$ cat src/rtl/accel_pkg.sv
// Shared constants, state encodings and the per-axis tilt decode for accel_tilt_reader.
package accel_pkg;
  localparam logic [7:0] CMD_WRITE     = 8'h0A;
  localparam logic [7:0] CMD_READ      = 8'h0B;
  localparam logic [7:0] REG_POWER_CTL = 8'h2D;
  localparam logic [7:0] REG_XDATA     = 8'h08;
  localparam logic [7:0] MEASURE_MODE  = 8'h02;

  typedef enum logic [1:0] {S_CFG, S_IDLE, S_READ, S_UPDATE} state_e;
  typedef enum logic [1:0] {P_GAP, P_BYTE, P_HOLD} phase_e;

  typedef struct packed {
    logic       inc;
    logic       dec;
    logic [7:0] thr;
  } tilt_t;

  // Negation is taken in 9 bits so -128 saturates cleanly to 127.
  function automatic tilt_t tilt_decode(input logic [7:0] s, input logic [7:0] dz);
    logic signed [8:0] sv;
    logic signed [8:0] neg;
    logic signed [8:0] dzs;
    tilt_t t;
    sv  = signed'({s[7], s});
    neg = -sv;
    dzs = signed'({1'b0, dz});
    t   = '0;
    if (sv > dzs) begin
      t.inc = 1'b1;
      t.thr = s;
    end else if (sv < -dzs) begin
      t.dec = 1'b1;
      t.thr = (neg > 9'sd127) ? 8'd127 : neg[7:0];
    end
    return t;
  endfunction
endpackage

$ cat src/rtl/accel_tilt_reader_spi_byte_xfer.sv
// One full-duplex SPI mode-0 byte, MSB first; owns SCLK and MOSI, CS belongs to the parent.
module spi_byte_xfer #(
  parameter int HP = 2
) (
  input  logic       clk,
  input  logic       reset,
  input  logic       start,
  input  logic [7:0] tx_byte,
  input  logic       spi_miso,
  output logic       done,
  output logic [7:0] rx_byte,
  output logic       spi_sclk,
  output logic       spi_mosi
);
  logic        active_q, active_d;
  logic [15:0] hcnt_q, hcnt_d;
  logic [3:0]  ecnt_q, ecnt_d;
  logic [7:0]  tx_q, tx_d, rx_q, rx_d;
  logic        sclk_q, sclk_d, mosi_q, mosi_d, done_q, done_d;

  always_comb begin
    active_d = active_q;
    hcnt_d   = hcnt_q;
    ecnt_d   = ecnt_q;
    tx_d     = tx_q;
    rx_d     = rx_q;
    sclk_d   = sclk_q;
    mosi_d   = mosi_q;
    done_d   = 1'b0;
    if (!active_q) begin
      if (start) begin
        active_d = 1'b1;
        hcnt_d   = '0;
        ecnt_d   = '0;
        mosi_d   = tx_byte[7];
        tx_d     = {tx_byte[6:0], 1'b0};
      end
    end else if (hcnt_q == 16'(HP - 1)) begin
      hcnt_d = '0;
      ecnt_d = ecnt_q + 4'd1;
      if (!ecnt_q[0]) begin
        sclk_d = 1'b1;
        rx_d   = {rx_q[6:0], spi_miso};
      end else begin
        sclk_d = 1'b0;
        if (ecnt_q == 4'd15) begin
          active_d = 1'b0;
          done_d   = 1'b1;
        end else begin
          mosi_d = tx_q[7];
          tx_d   = {tx_q[6:0], 1'b0};
        end
      end
    end else begin
      hcnt_d = hcnt_q + 16'd1;
    end
  end

  always_ff @(posedge clk or negedge reset) begin
    if (!reset) begin
      active_q <= 1'b0;
      hcnt_q   <= '0;
      ecnt_q   <= '0;
      tx_q     <= '0;
      rx_q     <= '0;
      sclk_q   <= 1'b0;
      mosi_q   <= 1'b0;
      done_q   <= 1'b0;
    end else begin
      active_q <= active_d;
      hcnt_q   <= hcnt_d;
      ecnt_q   <= ecnt_d;
      tx_q     <= tx_d;
      rx_q     <= rx_d;
      sclk_q   <= sclk_d;
      mosi_q   <= mosi_d;
      done_q   <= done_d;
    end
  end

  assign done     = done_q;
  assign rx_byte  = rx_q;
  assign spi_sclk = sclk_q;
  assign spi_mosi = mosi_q;
endmodule

$ cat src/rtl/accel_tilt_reader.sv
// ADXL362 tilt reader: configures measure mode, polls X/Y, decodes to direction flags + magnitude.
// Optional TILT_AVG_EN averages four consecutive reads per axis before decoding.
module accel_tilt_reader
  import accel_pkg::*;
#(
  parameter int CLK_FREQUENCY_HZ    = 100000000,
  parameter int SCLK_HZ             = 1000000,
  parameter int SAMPLE_HZ           = 100,
  parameter int DEAD_ZONE           = 16,
  parameter int SIMULATE            = 0,
  parameter int SIMULATE_SAMPLE_CNT = 200
) (
  input  logic       clk,
  input  logic       reset,
  input  logic       spi_miso,
  output logic       spi_sclk,
  output logic       spi_mosi,
  output logic       spi_cs_n,
  output logic       x_increment,
  output logic       x_decrement,
  output logic       y_increment,
  output logic       y_decrement,
  output logic [7:0] x_threshold,
  output logic [7:0] y_threshold,
  output logic       sample_valid,
  output logic       init_done
);
  localparam int HP_RAW     = CLK_FREQUENCY_HZ / (2 * SCLK_HZ);
  localparam int HP         = (SIMULATE != 0) ? 2 : ((HP_RAW < 2) ? 2 : HP_RAW);
  localparam int SAMPLE_CNT = (SIMULATE != 0) ? SIMULATE_SAMPLE_CNT : CLK_FREQUENCY_HZ / SAMPLE_HZ;
  localparam logic [7:0] DZ = 8'(DEAD_ZONE);

  state_e      state_q, state_d;
  phase_e      ph_q, ph_d;
  logic [15:0] wcnt_q, wcnt_d;
  logic [1:0]  idx_q, idx_d, sel, last_idx;
  logic        cs_n_q, cs_n_d, init_done_q, init_done_d, pending_q, pending_d;
  logic        sample_valid_q, sample_valid_d, tick, start;
  logic [31:0] samp_cnt_q, samp_cnt_d;
  logic [7:0]  x_raw_q, x_raw_d, y_raw_q, y_raw_d, tx_byte, rx_byte;
  logic        xfer_done;
  tilt_t       x_q, x_d, y_q, y_d;
`ifdef TILT_AVG_EN
  logic signed [9:0] acc_x_q, acc_x_d, acc_y_q, acc_y_d, sum_x, sum_y, avg_x, avg_y;
  logic [1:0]        rd_cnt_q, rd_cnt_d;
`endif

  spi_byte_xfer #(.HP(HP)) u_xfer (
    .clk     (clk),
    .reset   (reset),
    .start   (start),
    .tx_byte (tx_byte),
    .spi_miso(spi_miso),
    .done    (xfer_done),
    .rx_byte (rx_byte),
    .spi_sclk(spi_sclk),
    .spi_mosi(spi_mosi)
  );

  assign sel      = (ph_q == P_BYTE) ? idx_q + 2'd1 : 2'd0;
  assign last_idx = (state_q == S_CFG) ? 2'd2 : 2'd3;

  always_comb begin
    tx_byte = 8'h00;
    if (state_q == S_CFG) begin
      case (sel)
        2'd0:    tx_byte = CMD_WRITE;
        2'd1:    tx_byte = REG_POWER_CTL;
        2'd2:    tx_byte = MEASURE_MODE;
        default: tx_byte = 8'h00;
      endcase
    end else begin
      case (sel)
        2'd0:    tx_byte = CMD_READ;
        2'd1:    tx_byte = REG_XDATA;
        default: tx_byte = 8'h00;
      endcase
    end
  end

  always_comb begin
    state_d        = state_q;
    ph_d           = ph_q;
    wcnt_d         = wcnt_q;
    idx_d          = idx_q;
    cs_n_d         = cs_n_q;
    init_done_d    = init_done_q;
    pending_d      = pending_q;
    samp_cnt_d     = samp_cnt_q;
    x_raw_d        = x_raw_q;
    y_raw_d        = y_raw_q;
    x_d            = x_q;
    y_d            = y_q;
    sample_valid_d = 1'b0;
    start          = 1'b0;
    tick           = 1'b0;
`ifdef TILT_AVG_EN
    acc_x_d  = acc_x_q;
    acc_y_d  = acc_y_q;
    rd_cnt_d = rd_cnt_q;
    sum_x    = acc_x_q + {{2{x_raw_q[7]}}, x_raw_q};
    sum_y    = acc_y_q + {{2{y_raw_q[7]}}, y_raw_q};
    avg_x    = sum_x >>> 2;
    avg_y    = sum_y >>> 2;
`endif
    if (init_done_q) begin
      if (samp_cnt_q == 32'(SAMPLE_CNT - 1)) begin
        samp_cnt_d = '0;
        tick       = 1'b1;
      end else begin
        samp_cnt_d = samp_cnt_q + 32'd1;
      end
    end
    if (state_q == S_IDLE && pending_q) begin
      pending_d = 1'b0;
      state_d   = S_READ;
    end
    if (tick) pending_d = 1'b1;

    case (state_q)
      S_CFG, S_READ: begin
        case (ph_q)
          P_GAP: begin
            // CS falls on the same edge the first byte loads, giving exactly HP of setup.
            if (wcnt_q == 16'(2 * HP - 1)) begin
              wcnt_d = '0;
              cs_n_d = 1'b0;
              ph_d   = P_BYTE;
              idx_d  = '0;
              start  = 1'b1;
            end else begin
              wcnt_d = wcnt_q + 16'd1;
            end
          end
          P_BYTE: begin
            if (xfer_done) begin
              idx_d = idx_q + 2'd1;
              if (state_q == S_READ && idx_q == 2'd2) x_raw_d = rx_byte;
              if (state_q == S_READ && idx_q == 2'd3) y_raw_d = rx_byte;
              if (idx_q == last_idx) begin
                ph_d   = P_HOLD;
                wcnt_d = '0;
              end else begin
                start = 1'b1;
              end
            end
          end
          default: begin
            if (wcnt_q == 16'(HP - 2)) begin
              cs_n_d = 1'b1;
              ph_d   = P_GAP;
              wcnt_d = '0;
              if (state_q == S_CFG) begin
                init_done_d = 1'b1;
                state_d     = S_IDLE;
              end else begin
                state_d = S_UPDATE;
              end
            end else begin
              wcnt_d = wcnt_q + 16'd1;
            end
          end
        endcase
      end
      S_UPDATE: begin
        state_d = S_IDLE;
`ifdef TILT_AVG_EN
        rd_cnt_d = rd_cnt_q + 2'd1;
        if (rd_cnt_q == 2'd3) begin
          x_d            = tilt_decode(avg_x[7:0], DZ);
          y_d            = tilt_decode(avg_y[7:0], DZ);
          acc_x_d        = '0;
          acc_y_d        = '0;
          sample_valid_d = 1'b1;
        end else begin
          acc_x_d = sum_x;
          acc_y_d = sum_y;
        end
`else
        x_d            = tilt_decode(x_raw_q, DZ);
        y_d            = tilt_decode(y_raw_q, DZ);
        sample_valid_d = 1'b1;
`endif
      end
      default: ;
    endcase
  end

  always_ff @(posedge clk or negedge reset) begin
    if (!reset) begin
      state_q        <= S_CFG;
      ph_q           <= P_GAP;
      wcnt_q         <= '0;
      idx_q          <= '0;
      cs_n_q         <= 1'b1;
      init_done_q    <= 1'b0;
      pending_q      <= 1'b0;
      samp_cnt_q     <= '0;
      x_raw_q        <= '0;
      y_raw_q        <= '0;
      x_q            <= '0;
      y_q            <= '0;
      sample_valid_q <= 1'b0;
    end else begin
      state_q        <= state_d;
      ph_q           <= ph_d;
      wcnt_q         <= wcnt_d;
      idx_q          <= idx_d;
      cs_n_q         <= cs_n_d;
      init_done_q    <= init_done_d;
      pending_q      <= pending_d;
      samp_cnt_q     <= samp_cnt_d;
      x_raw_q        <= x_raw_d;
      y_raw_q        <= y_raw_d;
      x_q            <= x_d;
      y_q            <= y_d;
      sample_valid_q <= sample_valid_d;
    end
  end

`ifdef TILT_AVG_EN
  always_ff @(posedge clk or negedge reset) begin
    if (!reset) begin
      acc_x_q  <= '0;
      acc_y_q  <= '0;
      rd_cnt_q <= '0;
    end else begin
      acc_x_q  <= acc_x_d;
      acc_y_q  <= acc_y_d;
      rd_cnt_q <= rd_cnt_d;
    end
  end
`endif

  assign spi_cs_n     = cs_n_q;
  assign x_increment  = x_q.inc;
  assign x_decrement  = x_q.dec;
  assign x_threshold  = x_q.thr;
  assign y_increment  = y_q.inc;
  assign y_decrement  = y_q.dec;
  assign y_threshold  = y_q.thr;
  assign sample_valid = sample_valid_q;
  assign init_done    = init_done_q;
endmodule
$ cat config.mk
export PLATFORM = sky130hd
export DESIGN_NAME = accel_tilt_reader
export DESIGN_NICKNAME = d
export VERILOG_FILES = /design/src/rtl/accel_pkg.sv /design/src/rtl/accel_tilt_reader_spi_byte_xfer.sv /design/src/rtl/accel_tilt_reader.sv
export SDC_FILE = /design/constraint.sdc
export NUM_CORES = 1
export LEC_CHECK = 0
export BUFFER_PORTS_ARGS = -buffer_cell sky130_fd_sc_hd__buf_2
export CORE_MARGIN = 2
export CORE_UTILIZATION = 69
export CTS_BUF_LIST = sky130_fd_sc_hd__clkbuf_8
export DETAILED_ROUTE_END_ITERATION = 10
export PLACE_DENSITY = 0.95
export SETUP_SLACK_MARGIN = 0.2
export SYNTH_ARGS = -nofsm -noshare
export SYNTH_HDL_FRONTEND = slang
export SYNTH_HIERARCHICAL = 1
export SYNTH_SLANG_ARGS = --single-unit
$ cat constraint.sdc
create_clock -name clk -period 6.2 [get_ports clk]
set_clock_uncertainty 0.15 [all_clocks]
set_input_delay 0.31 -clock clk [delete_from_list [all_inputs] [get_ports clk]]
set_output_delay 0.31 -clock clk [all_outputs]
set_load 0.01 [all_outputs]
==> results of run 1 <==
[where the power goes]
part | internal, mW | switching (mW) | leakage, nW
sequential | 0.867 | 0 | 1.84
combinational | 0.00256 | 0.0166 | 1.46
clock | 0.399 | 0.351 | 0.200
total | 1.27 | 0.367 | 3.50
[sequential cells by signal, summed over array words and instances (netlist names), 2 cells and up]
name            cells
idx_q               2
ph_q                2
samp_cnt_q         32
state_q             2
u_xfer/ecnt_q       4
u_xfer/hcnt_q      16
u_xfer/rx_byte      8
u_xfer/tx_q         7
wcnt_q             16
x_raw_q             8
x_threshold         8
y_raw_q             8
y_threshold         8
[worst register-to-register path, cell delays in order, from the launching register on]
cell and delay (ns):
dfrtp_1 0.49, nor4_4 0.32, nand3_2 0.15, nor4_1 0.41
and2_1 0.21, a21oi_1 0.05, nor3_1 0.39, mux2i_2 0.23
a21oi_4 0.30, mux2_2 0.39
[cell usage in the layout (no fill, tap or decap), types with 3 or more instances in the layout]
cell type     n
o2bb2ai_1     4
o21a_1        3
o31ai_1       5
conb_1        3
nand4_1      24
dfrtp_1     132
nor2_1       53
nor2b_1       6
mux2_2       37
a21o_1       12
buf_2        26
a22oi_1       4
bufinv_16     3
clkinvlp_4    4
or3_1         4
and2_1       11
mux2i_1       3
a211oi_1      4
and3_1       14
nand2_1      55
nand3_1      26
nand2b_1      9
inv_1        22
a21oi_1      14
nor4b_1       6
buf_4         3
ha_1         12
clkbuf_8     17
o21ai_0      44
xnor2_1      29
mux2_1        3
nor4_1        9
a31oi_1       7
and4_1        5
xor2_1       18
nor3_1       21
o22ai_1       6
clkinv_4      4
[per-layer routing]
metal	vias up	GRT usage (%)	share of wire, %
met5	-	0	0
met4	0	13.16	1.8
met3	33	6.720	4.6
met2	169	46.80	50
met1	2526	35.11	43
li1	2461	-	-
[path summary, 6_finish.rpt]
check	startpoint	slack (ns)	to
max reg2reg	wcnt_q[3]	3.00	u_xfer/tx_q[7]
min in group clk	u_xfer/spi_sclk	0.33	u_xfer/spi_sclk
max in group asynchronous	reset	4.19	wcnt_q[15]
min reg2reg	u_xfer/spi_sclk	0.33	u_xfer/spi_sclk
min	reset	0.27	y_threshold[4]
max	wcnt_q[3]	3.00	u_xfer/tx_q[7]
[cells by family after synthesis]
group / share of synthesized area (%)
xor gates and xnor gates: 6.047
AOI/OAI and AO/OA: 11.87
and+or+nand+nor: 20.71
buffers and inverters: 2.940
other: 0.05508
DFF: 48.91
muxes: 7.260
adders and majority gates: 2.205
[layout make-up]
class	count	area share, %
multi-input combinational	490	44.11
clock buffer	17	3.141
inverter	21	1.058
clock inverter	15	2.436
sequential	133	44.70
timing repair buffer	31	2.318
tap	133	2.234
==> summary.md, run 1 <==
| Metric | Value |
|---|---|
| Seq/Total Area, Yosys | `48.91%` |
| Setup WS post-layout | `3.000 ns` |
| Tmin final | `3.200 ns` |
| Share of layout cells above drive strength 1 | `15.98%` |
| Final Core Density | `76.91%` |
| Htree depth | `4` |
| Fmax | `312.5 MHz` |
| First-pass GRT wire length | `23.63 mm` |
| CTS tree | `yes` |
| CP Max Fanout | `10` |
| Routed length per instance | `16.68 um` |
| Worst Setup Path Type | `flip-flop to flip-flop` |
| DRT antenna net count | `0` |
| Num ports | `28` |
| Worst path top cell family by delay | `simple AND/OR/NAND/NOR gates` |
| Share of the synthesized area in the top cell type | `48.52%` |
| Dpl hpwl | `9.354 mm` |
| Outcome | `complete, no violations` |
| Drt drc | `0` |
| Number of fillers in the final layout | `606` |
| Worst setup SP type | `flip-flop` |
| Vias per Instance | `6.177` |
| Multi-input gate area | `3286 um^2` |
| Post-Syn Area | `6808 um^2` |
| Dpl cell area | `7013 um^2` |
| Final setup violation count | `0` |
| Non-Filler Instances | `840` |
| EDFF count, synth | `0` |
| GP Congestion | `0.8556` |
| # rows | `36` |
| Drt pass-1 iters | `7` |
| Crit path buf inv count | `0` |
| Fin. max-slew vios | `0` |
| # clock sinks | `133` |
| Number of global-route vias before repair | `5258` |
| Power Dens Cells | `219.7 nW/um^2` |
| Worst EP required | `6.37 ns` |
| Die H | `103.3 um` |
| Synth Warn # | `6` |
| Max cap viols | `0` |
| Via Count | `5189` |
| CP peak stage delay | `0.49 ns` |
| Final wirelength | `14.01 mm` |
| Post-route cell area | `7448 um^2` |
| Number of port buffers | `27` |
| Largest net degree at the start of global routing | `85` |
| Worst-path clk slew | `0.08 ns` |
| Cells after DPL | `806` |
| Max IR drop VDD | `243.9 uV` |
| Grt total ovfl | `0` |
| Clk_lat worst skew | `0.44 ns` |
| Slew @ Worst Pin | `1.006 ns` |
| Count leader, synth | `dfrtp_1` |
| Setup crit end kind | `flip-flop` |
| Total CTS buffers | `17` |
| Tot Pwr | `1.636 mW` |
| GRT Overall Usage | `28.20%` |
| CTS Root Cell | `clkbuf_8` |
| Core area | `9684 um^2` |
| Initial antenna violation count | `0` |
| RSZ-0062 raised after global routing | `no` |
| Setup WS pre-CTS | `3.018 ns` |
| ANT cells | `0` |
| Primary FF master, synth | `dfrtp_1` |
| FF+latch count, synth | `133` |
| CP max stage cell | `dfrtp_1` |
| Cells along the critical path | `nor4_4 -> nand3_2 -> nor4_1 -> and2_1 -> a21oi_1 -> nor3_1 -> mux2i_2 -> a21oi_4 -> mux2_2` |
| Area leader, netlist | `dfrtp_1` |
| Initial core utilization | `70.30%` |
| Avg Inst Size Synth | `10.19 um^2` |
| Netlist cell types | `68` |
| CTS Hold Buffers Added | `2` |
| Cell depth of the worst setup path | `9` |
| Asr flop ratio synth | `100.0%` |
| Worst Reg2Reg Path Length in Cells | `9` |
| CTS max path bufs | `2` |
| Setup bufs post-CTS | `0` |
| Top cells by count, synth | `dfrtp_1 (132), nand2_1 (55), nor2_1 (53), o21ai_0 (44), mux2_2 (37)` |
| Largest cells by area after synthesis | `dfrtp_1 (49%), mux2_2 (6.1%), xnor2_1 (3.7%)` |
| Register area | `3329 um^2` |
| P_leak | `3.497 nW` |
| DR iter-0 viols | `345` |
| Post-CTS sizing | `0` |
| Die area | `10680 um^2` |
| Slew HR | `32.96%` |
| Syn-to-layout area delta | `9.410%` |
| Final Hold Vio Count | `0` |
| Min-Delay Path Class | `primary input to async pin` |
| Mapped Cells | `668` |
| Setup_tns | `0 ns` |
| Tcrit/Tclk final | `51.61%` |
| Die X | `103.3 um` |
| Final hold slack | `0.2725 ns` |
| Worst EP arrival | `3.37 ns` |
| NumNets Final | `709` |
Note: power is estimated with default switching activity, not from simulation.
==> inputs of run 2 (changes only) <==
--- a/config.mk
+++ b/config.mk
@@ -5,12 +5,13 @@
 export SDC_FILE = /design/constraint.sdc
 export NUM_CORES = 1
 export LEC_CHECK = 0
+export ABC_AREA = 1
 export BUFFER_PORTS_ARGS = -buffer_cell sky130_fd_sc_hd__buf_2
 export CORE_MARGIN = 2
-export CORE_UTILIZATION = 69
+export CORE_UTILIZATION = 65
 export CTS_BUF_LIST = sky130_fd_sc_hd__clkbuf_8
 export DETAILED_ROUTE_END_ITERATION = 10
-export PLACE_DENSITY = 0.95
+export PLACE_DENSITY = 0.93
 export SETUP_SLACK_MARGIN = 0.2
 export SYNTH_ARGS = -nofsm -noshare
 export SYNTH_HDL_FRONTEND = slang
==> constraint.sdc (replaced) <==
create_clock -name clk -period 2.95 [get_ports clk]
set_clock_uncertainty 0.15 [all_clocks]
set_input_delay 0.1475 -clock clk [delete_from_list [all_inputs] [get_ports clk]]
set_output_delay 0.1475 -clock clk [all_outputs]
set_load 0.01 [all_outputs]
==> summary.md, run 2 <==
| Metric | Value |
|---|---|
| Max cap viols | `0` |
| Share of layout cells above drive strength 1 | `11.05%` |
| Register area | `3329 um^2` |
| Top Usage Layer GRT | `met2` |
| CP peak stage delay | `0.40 ns` |
| GP Congestion | `0.9236` |
| Met1 usage | `35.15%` |
| Total CTS buffers | `17` |
| Cells along the critical path | `ha_1 -> nand4_1 -> nor3_2 -> nand2_1 -> a21oi_1 -> nor2_4 -> inv_1 -> nand3_4 -> nand2_1 -> nand2_1` |
| Worst EP arrival | `2.70 ns` |
| Netlist cell types | `46` |
| Routed length per instance | `13.39 um` |
| Fin. max-slew vios | `0` |
| Worst path most repeated cell | `nand2_1` |
| Tcrit/Tclk final | `84.86%` |
| Outcome | `complete, no violations` |
| Slew @ Worst Pin | `0.8645 ns` |
| CP max stage cell | `inv_1` |
| Setup crit end kind | `flip-flop` |
| Count leader, synth | `nand2_1` |
| Die H | `112.5 um` |
| Worst-path clk slew | `0.07 ns` |
| Min-Delay Path Class | `primary input to async pin` |
| GRT Overall Usage | `27.22%` |
| Area leader, netlist | `dfrtp_1` |
| DRT antenna net count | `0` |
| Met3 usage | `6.533%` |
| Synth Warn # | `6` |
| # clock sinks | `133` |
| Htree depth | `4` |
| Worst setup SP type | `flip-flop` |
| Clk_lat worst skew | `0.46 ns` |
| Cell depth of the worst setup path | `10` |
| Share of the synthesized area in the top cell type | `43.19%` |
| Worst Reg2Reg Path Length in Cells | `10` |
| Number of port buffers | `27` |
| RSZ-0062 raised after global routing | `no` |
| Core area | `11470 um^2` |
| Grt total ovfl | `0` |
| DR iter-0 viols | `552` |
| Setup bufs post-CTS | `0` |
| CP Max Fanout | `12` |
| Die X | `112.5 um` |
| Largest net degree at the start of global routing | `59` |
| Setup_tns | `0 ns` |
| Primary FF master, synth | `dfrtp_1` |
| Die area | `12650 um^2` |
| Largest register FFs | `32` |
| Drt drc | `0` |
| Setup WS pre-CTS | `0.4684 ns` |
| Tot Pwr | `3.527 mW` |
| Number of global-route vias before repair | `6491` |
| ANT cells | `0` |
| Final setup violation count | `0` |
| Max IR drop VDD | `571.5 uV` |
| Setup WS post-layout | `0.4467 ns` |
| Largest cells by area after synthesis | `dfrtp_1 (43%), nand2_1 (14%), inv_1 (5.5%)` |
| Worst Setup Path Type | `flip-flop to flip-flop` |
| Met2 Use GR | `44.78%` |
| Final wirelength | `16.33 mm` |
| Final Hold Vio Count | `0` |
| Seq/Total Area, Yosys | `43.54%` |
| Drt pass-1 iters | `7` |
| Initial core utilization | `66.69%` |
| Power Dens Cells | `420.4 nW/um^2` |
| Tmin final | `2.503 ns` |
| Multi-input gate area | `3740 um^2` |
| Commonest non-fill, non-tap cell in the layout | `nand2_1` |
| Worst EP required | `3.15 ns` |
| Syn-to-layout area delta | `9.686%` |
| Avg Inst Size Synth | `7.454 um^2` |
| Crit path buf inv count | `1` |
| Biggest register | `samp_cnt_q` |
| NumNets Final | `1080` |
| Initial antenna violation count | `0` |
| Asr flop ratio synth | `100.0%` |
| Dpl hpwl | `11.67 mm` |
| Worst R2R End | `u_xfer/tx_q[4]` |
| Flop2flop setup slack | `0.45 ns` |
| Number of fillers in the final layout | `867` |
| CTS tree | `yes` |
| Top cells by count, synth | `nand2_1 (292), dfrtp_1 (132), inv_1 (113), nor2_1 (109), nand3_1 (75)` |
| Via Count | `6844` |
| Num ports | `28` |
| Largest registers | `samp_cnt_q (32), u_xfer/hcnt_q (16), wcnt_q (16)` |
| Vias per Instance | `5.610` |
| CTS max path bufs | `2` |
| Worst r2r src | `wcnt_q[1]` |
| P_leak | `4.185 nW` |
| FF+latch count, synth | `133` |
| Mapped Cells | `1026` |
| First-pass GRT wire length | `28.33 mm` |
| CTS Root Cell | `clkbuf_8` |
| # rows | `39` |
| Slew HR | `42.37%` |
| Post-Syn Area | `7647 um^2` |
| Fmax | `399.5 MHz` |
| EDFF count, synth | `0` |
| Most frequent cells in the layout | `nand2_1 (292), dfrtp_1 (132), inv_1 (113), nor2_1 (109), nand3_1 (75)` |
| Worst path top cell family by delay | `simple AND/OR/NAND/NOR gates` |
[run 2: cell types whose count changed in the layout (fill, tap and decap cells not counted), sizes merged, moves of 35 or more]
| cell | delta |
|---|---|
| o21ai | +35 |
| nand3 | +53 |
| nor2 | +68 |
| mux2 | -38 |
| inv | +108 |
| nand2 | +246 |
[run 2: final cells by class]
type                       instances  area share (%)
clock buffer                      18           2.953
clock inverter                    13           2.163
inverter                         133           5.952
multi-input combinational        746           44.59
sequential                       133           39.69
tap                              143           2.133
timing repair buffer              34           2.521
[run 2: through the flow]
step	hold WS, ns	utilization [%]	instances	area, um^2
6_report	0.04338	73.15	1220	8388
5_1_grt	0.07448	73.15	1220	8388
3_3_place_gp	-0.04104	69.23	1187	7939
2_1_floorplan	-0.2981	-	1028	7655
3_5_place_dp	-0.03734	69.23	1187	7939
4_1_cts	0.03847	73.15	1220	8388
[run 2: cells by family (layout without fill, tap and decap cells)]
logic type	count (synthesis)	after routing	synth area share, %
other	1	3	0.04904
AO/OA/AOI/OAI	116	116	8.050
multiplexers	2	2	0.2945
AND/OR/NAND/NOR	575	575	34.10
XOR/XNOR	38	38	4.352
flip-flops	133	133	43.54
buffers and inverters	149	198	7.657
adder cells (fa/ha/maj)	12	12	1.963
[run 2: worst register-to-register path: cells and delay by family (launching register included)]
family,cells,cell delay (ns)
buf+inv,1,0.40
simple gates,7,0.90
compound gates,1,0.30
fa+ha+maj,1,0.26
flops,1,0.38
[run 2: timing repair]
item | CTS | global route
hold buffers | 2 | 0
hold endpoints to repair | 134 | 0
gates resized for setup | 0 | 0
[run 2: metal layers]
layer  vias up  part of all wire [%]
li1       3391                     -
met1      3181                    44
met2       233                    48
met3        39                   6.2
met4         0                   2.3
met5         -                     0
[run 2: worst max-delay path by stage]
stage / from / to / slack [ns]
after detailed placement: wcnt_q[1] / u_xfer/tx_q[4] / 0.47
after global routing: wcnt_q[1] / u_xfer/tx_q[4] / 0.25
after global placement: wcnt_q[1] / u_xfer/spi_mosi / 0.55
final: wcnt_q[1] / u_xfer/tx_q[4] / 0.45
after CTS: wcnt_q[1] / u_xfer/tx_q[4] / 0.45
after floorplan: wcnt_q[1] / u_xfer/hcnt_q[5] / 1.03
[run 2: where the power goes]
part | internal (mW) | total [mW] | leakage [nW] | switching, mW
clock | 0.936 | 1.66 | 0.215 | 0.724
sequential | 1.82 | 1.82 | 1.82 | 0
combinational | 0.00801 | 0.0445 | 2.15 | 0.0365
